===== src/rtl/cache_refill_master.sv =====
`timescale 1ns/1ps
`default_nettype none
// ============================================================================
// Module   : cache_refill_master
// Brief    : Line-fill engine. Reads one cache line as LINE_WORDS single-beat
//            AXI4-lite reads and streams each word into the cache data array.
// Revision : 1.0  initial release
// ============================================================================
module cache_refill_master #(
  parameter int ADDR_W     = 32,
  parameter int DATA_W     = 32,
  parameter int LINE_WORDS = 4,
  parameter int IDX_W      = (LINE_WORDS > 1) ? $clog2(LINE_WORDS) : 1
) (
  input  logic              clk,
  input  logic              rst,
  input  logic              req_valid,
  output logic              req_ready,
  input  logic [ADDR_W-1:0] req_addr,
  output logic [ADDR_W-1:0] m_ar_addr,
  output logic              m_ar_valid,
  input  logic              m_ar_ready,
  input  logic [DATA_W-1:0] m_r_data,
  input  logic [1:0]        m_r_resp,
  input  logic              m_r_valid,
  output logic              m_r_ready,
  output logic              fill_we,
  output logic [IDX_W-1:0]  fill_idx,
  output logic [DATA_W-1:0] fill_data,
  output logic              done,
  output logic              done_err
);

  localparam int BYTE_SH = $clog2(DATA_W / 8);
  localparam int OFFS_W  = $clog2(LINE_WORDS * (DATA_W / 8));
  localparam logic [ADDR_W-1:0] OFFS_MASK = ADDR_W'((64'd1 << OFFS_W) - 64'd1);
  localparam logic [IDX_W-1:0]  LAST_IDX  = IDX_W'(LINE_WORDS - 1);

  localparam logic [1:0] ST_IDLE = 2'd0;
  localparam logic [1:0] ST_AR   = 2'd1;
  localparam logic [1:0] ST_R    = 2'd2;
  localparam logic [1:0] ST_DONE = 2'd3;

  logic [1:0]        r_state;
  logic [ADDR_W-1:0] r_base;
  logic [IDX_W-1:0]  r_idx;
  logic              r_err;
  logic              r_fill_we;
  logic [IDX_W-1:0]  r_fill_idx;
  logic [DATA_W-1:0] r_fill_data;

  logic [ADDR_W-1:0] w_line_base;

  assign w_line_base = req_addr & ~OFFS_MASK;

  always_ff @(posedge clk or negedge rst) begin
    if (!rst) begin
      r_state     <= ST_IDLE;
      r_base      <= '0;
      r_idx       <= '0;
      r_err       <= 1'b0;
      r_fill_we   <= 1'b0;
      r_fill_idx  <= '0;
      r_fill_data <= '0;
    end else begin
      // Strobe is a single-cycle pulse; idx/data keep their last value.
      r_fill_we <= 1'b0;
      case (r_state)
        ST_IDLE: begin
          if (req_valid) begin
            r_base  <= w_line_base;
            r_idx   <= '0;
            r_err   <= 1'b0;
            r_state <= ST_AR;
          end
        end
        ST_AR: begin
          if (m_ar_ready) begin
            r_state <= ST_R;
          end
        end
        ST_R: begin
          if (m_r_valid) begin
            r_fill_we   <= 1'b1;
            r_fill_idx  <= r_idx;
            r_fill_data <= m_r_data;
            r_err       <= r_err | (m_r_resp != 2'b00);
            if (r_idx == LAST_IDX) begin
              r_state <= ST_DONE;
            end else begin
              r_idx   <= r_idx + IDX_W'(1);
              r_state <= ST_AR;
            end
          end
        end
        ST_DONE: begin
          r_state <= ST_IDLE;
        end
        default: begin
          r_state <= ST_IDLE;
        end
      endcase
    end
  end

  assign req_ready  = (r_state == ST_IDLE);
  assign m_ar_valid = (r_state == ST_AR);
  assign m_ar_addr  = r_base + (ADDR_W'(r_idx) << BYTE_SH);
  assign m_r_ready  = (r_state == ST_R);
  assign fill_we    = r_fill_we;
  assign fill_idx   = r_fill_idx;
  assign fill_data  = r_fill_data;
  assign done       = (r_state == ST_DONE);
  assign done_err   = (r_state == ST_DONE) & r_err;

endmodule
`default_nettype wire


===== config.mk =====
export PLATFORM = sky130hd
export DESIGN_NAME = cache_refill_master
export DESIGN_NICKNAME = d
export VERILOG_FILES = /design/src/rtl/cache_refill_master.sv
export SDC_FILE = /design/constraint.sdc
export NUM_CORES = 1
export LEC_CHECK = 0
export ABC_AREA = 1
export ABC_CLOCK_PERIOD_IN_PS = 1650
export CAP_MARGIN = 15
export CORE_UTILIZATION = 39
export CTS_CLUSTER_SIZE = 10
export DETAILED_ROUTE_END_ITERATION = 7
export GPL_TIMING_DRIVEN = 1
export HOLD_SLACK_MARGIN = 0.03
export PLACE_DENSITY = 0.88
export SYNTH_ARGS = -nofsm -noshare
export SYNTH_HDL_FRONTEND = slang
export SYNTH_SLANG_ARGS = --single-unit

===== constraint.sdc =====
create_clock -name clk -period 1.65 [get_ports clk]
set_input_delay 0.33 -clock clk [delete_from_list [all_inputs] [get_ports clk]]
set_output_delay 0.33 -clock clk [all_outputs]
set_load 0.01 [all_outputs]

==> results.py <==
metrics = {
    "synth": {
        "ys.flop_type": "dfrtp_1",
        "synth_edf_count": 0,
        "ys_warn_count": 0,
        "synthArstFlopShare": 1.00,
        "synth_top_area_share": 0.634,
        "netlist_area_um2": 2680,
        "ys_seq_elements": 68,
        "synth.distinct_cells": 18,
        "ys_seq_area_frac": 0.634,
        "netlist_instances": 309,
        "yosysTopAreaCell": "dfrtp_1",
        "synth.avg_cell_area_um2": 8.69,
        "synthTopCellsByArea": "dfrtp_1 (63%), nand2_1 (28%), buf_2 (1.7%), inv_1 (1.5%), buf_4 (0.84%)",
    },
    "timing": {
        "slew_violations": 0,
        "min_period_over_period": 0.957,
        "rsz0062_at_grt": "false",
        "hold_violations": 0,
        "fin_skew_ns": 0.00799,
        "holdWs_ns": 0.468,
        "setup_violations": 0,
        "setup_tns_ns": 0,
        "fmax_ghz": 0.633,
        "finalCriticalPeriod_ns": 1.58,
    },
    "grt": {
        "track_usage": 0.199,
        "grt_pass1_vias": 2551,
        "grt-busiest-layer": "met2",
        "grt_use_met1": 0.224,
        "grt-ovfl-total": 0,
        "antenna_found_initial": 0,
        "use_met2": 0.342,
        "grt_start_max_net_pins": 69,
        "grt_pass1_wl_um": 11300,
        "gr-usage-met3": 0.0652,
    },
    "worst_setup_path": {
        "path_delay_family": "buffers and inverters",
        "cp_slowest_cell": "clkdlybuf4s50_1",
        "crit_start": "fill_data[2]$_DFFE_PN0P_",
        "cp-end-kind": "output port",
        "path_max_fanout": 2,
        "critical_path_buf_inv_count": 1,
        "rrSetupSlack_ns": 0.32,
        "crit_arrival_ns": 1.25,
        "path_class": "flip-flop to output port",
        "r2r_start": "r_idx[0]$_DFFE_PN0P_",
        "startpoint_type": "flip-flop",
        "crit_required_ns": 1.32,
        "critPathMaxStageDelay_ns": 0.56,
        "cp_cell_sequence": "clkdlybuf4s50_1",
    },
    "die": {
        "core_um2": 6490,
        "initial_core_util": 0.413,
        "die_h_um": 85.0,
        "die_w_um": 85.0,
        "rows": 29,
        "io_pins": 143,
        "die-area_um2": 7220,
    },
    "drt": {
        "vias_per_cell": 4.57,
        "wl_per_cell_um": 12.6,
        "drtIter0Drc": 109,
        "firstDrtPassIters": 8,
        "postRouteAntennaNets": 0,
        "vias": 2443,
        "wl_um": 6720,
        "drc": 11,
    },
    "min_path": {
        "holdCritPathClass": "flip-flop to flip-flop",
        "hold_start": "fill_data[9]$_DFFE_PN0P_",
    },
    "place": {
        "placed_area_um2": 4150,
        "hpwl_um": 4880,
        "portBuffers": 136,
        "gp_routability_congestion": 0.824,
    },
    "pwr": {
        "ir_worst_vdd_uv": 907,
        "seq_power_share": 0.385,
        "powerDensity_nw_per_um2": 1710,
        "power_frac_comb": 0.462,
        "p_int_mw": 4.84,
        "p_sw_frac": 0.345,
        "clkPwrFrac": 0.152,
        "leakagePower_nw": 2.23,
        "p_switching_mw": 2.55,
    },
    "cts": {
        "clkTransAtPathRegs_ns": 0.07,
        "numCtsBuffers": 9,
        "clock_latency_ns": 0.33,
        "clk_path_buf_depth": 2,
        "numClockSinks": 68,
        "htree_levels": 3,
        "cts-root-buf": "clkbuf_8",
        "cts_tree": "done",
    },
    "cells_and_area": {
        "final_nets": 526,
        "area_growth_pct": 61.0,
        "drive_gt1_frac": 0.0700,
        "diodes": 0,
        "design_area_um2": 4320,
    },
    "outcome": {
        "violations": "design-rule violations",
        "status": "finished, violations left",
    },
    "flow_run": {
        "drv_cap": 0,
    },
}
power by group through the flow:
stage	sequential (mW)	clock, mW	combinational [mW]
2_1_floorplan	3.18	0	1.09
3_3_place_gp	2.82	0	3.37
3_5_place_dp	2.86	0	3.48
4_1_cts	2.85	1.16	3.45
5_1_grt	2.94	1.24	3.77
6_report	2.85	1.12	3.41
worst paths after layout:
check                                             to  cells after the start
max reg2reg                     r_idx[1]$_DFFE_PN0P_                      5
min in group asynchronous  fill_data[15]$_DFFE_PN0P_                      3
min reg2reg                 fill_data[9]$_DFFE_PN0P_                      2
max                                     fill_data[2]                      1
max in group asynchronous     r_state[0]$_DFFE_PN0P_                      3
min                         fill_data[9]$_DFFE_PN0P_                      2
sequential cells by signal (all words and copies together), names as in the netlist:
signal,cells
fill_data,32
r_base,28
fill_idx,2
r_idx,2
r_state,2
fill_we,1
r_err,1
routing by layer:
metal	up-vias	part of all wire	routed length (µm)
li1	1206	-	-
met1	1117	0.41	2740
met2	104	0.48	3240
met3	16	0.084	562
met4	0	0.024	164
met5	-	0	0
placed cells by master, fill, tap and decap left out, drive strengths merged:
cell type and count:
ha 1, dlygate4sd2 3, or2 2, clkinvlp 1, dfrtp 68, nand2 198
clkdlybuf4s50 128, inv 12, buf 11, nand4 2, clkdlybuf4s15 2, a21oi 2
nand3 4, dlygate4sd3 1, clkbuf 13, dlymetal6s2s 1, conb 2, clkinv 1
nor2 5
cell type report:
| type | instances | area, µm² |
|---|---|---|
| clock buffer | 12 | 145 |
| clock inverter | 2 | 12.5 |
| fill | 539 | 2170 |
| inverter | 12 | 45.0 |
| multi-input combinational | 216 | 858 |
| sequential | 68 | 1700 |
| tap | 77 | 96.3 |
| timing repair buffer | 147 | 1460 |
timing repair:
| action | CTS | global route |
|---|---|---|
| setup endpoints to repair | 6 | 4 |
| setup buffers | 0 | 1 |
| gates resized for setup | 7 | 6 |
| endpoints found under the hold margin | 29 | 0 |
| hold buffers | 1 | 0 |
metrics by stage:
stage | util | instances | setup WS [ns] | power [mW]
6_report | 0.665 | 534 | 0.0713 | 7.38
5_1_grt | 0.665 | 534 | 0.00661 | 7.96
4_1_cts | 0.664 | 533 | 0.0107 | 7.46
3_5_place_dp | 0.639 | 518 | 0.130 | 6.34
3_3_place_gp | 0.639 | 518 | 0.147 | 6.19
2_1_floorplan | - | 310 | 0.413 | 4.27
synthesized netlist by cell type (2+ instances only):
master / instances
a21oi_1: 2
or2_2: 2
nand4_1: 2
nand2_1: 197
nor2_1: 3
nand3_1: 4
inv_1: 11
dfrtp_1: 68
buf_2: 9
buf_4: 3
tightest hold or removal path, cell delays in order, from the launching register on:
cell and delay (ns):
dfrtp_1 0.34, nand2_1 0.05, nand2_1 0.05
cells by family after synthesis:
group,share of synthesized area
buffers and inverters,0.0475
DFF,0.634
adders and majority gates,0.00466
and+or+nand+nor,0.309
other,0.00140
AOI/OAI and AO/OA,0.00373
(Power assumes the default switching activity.)
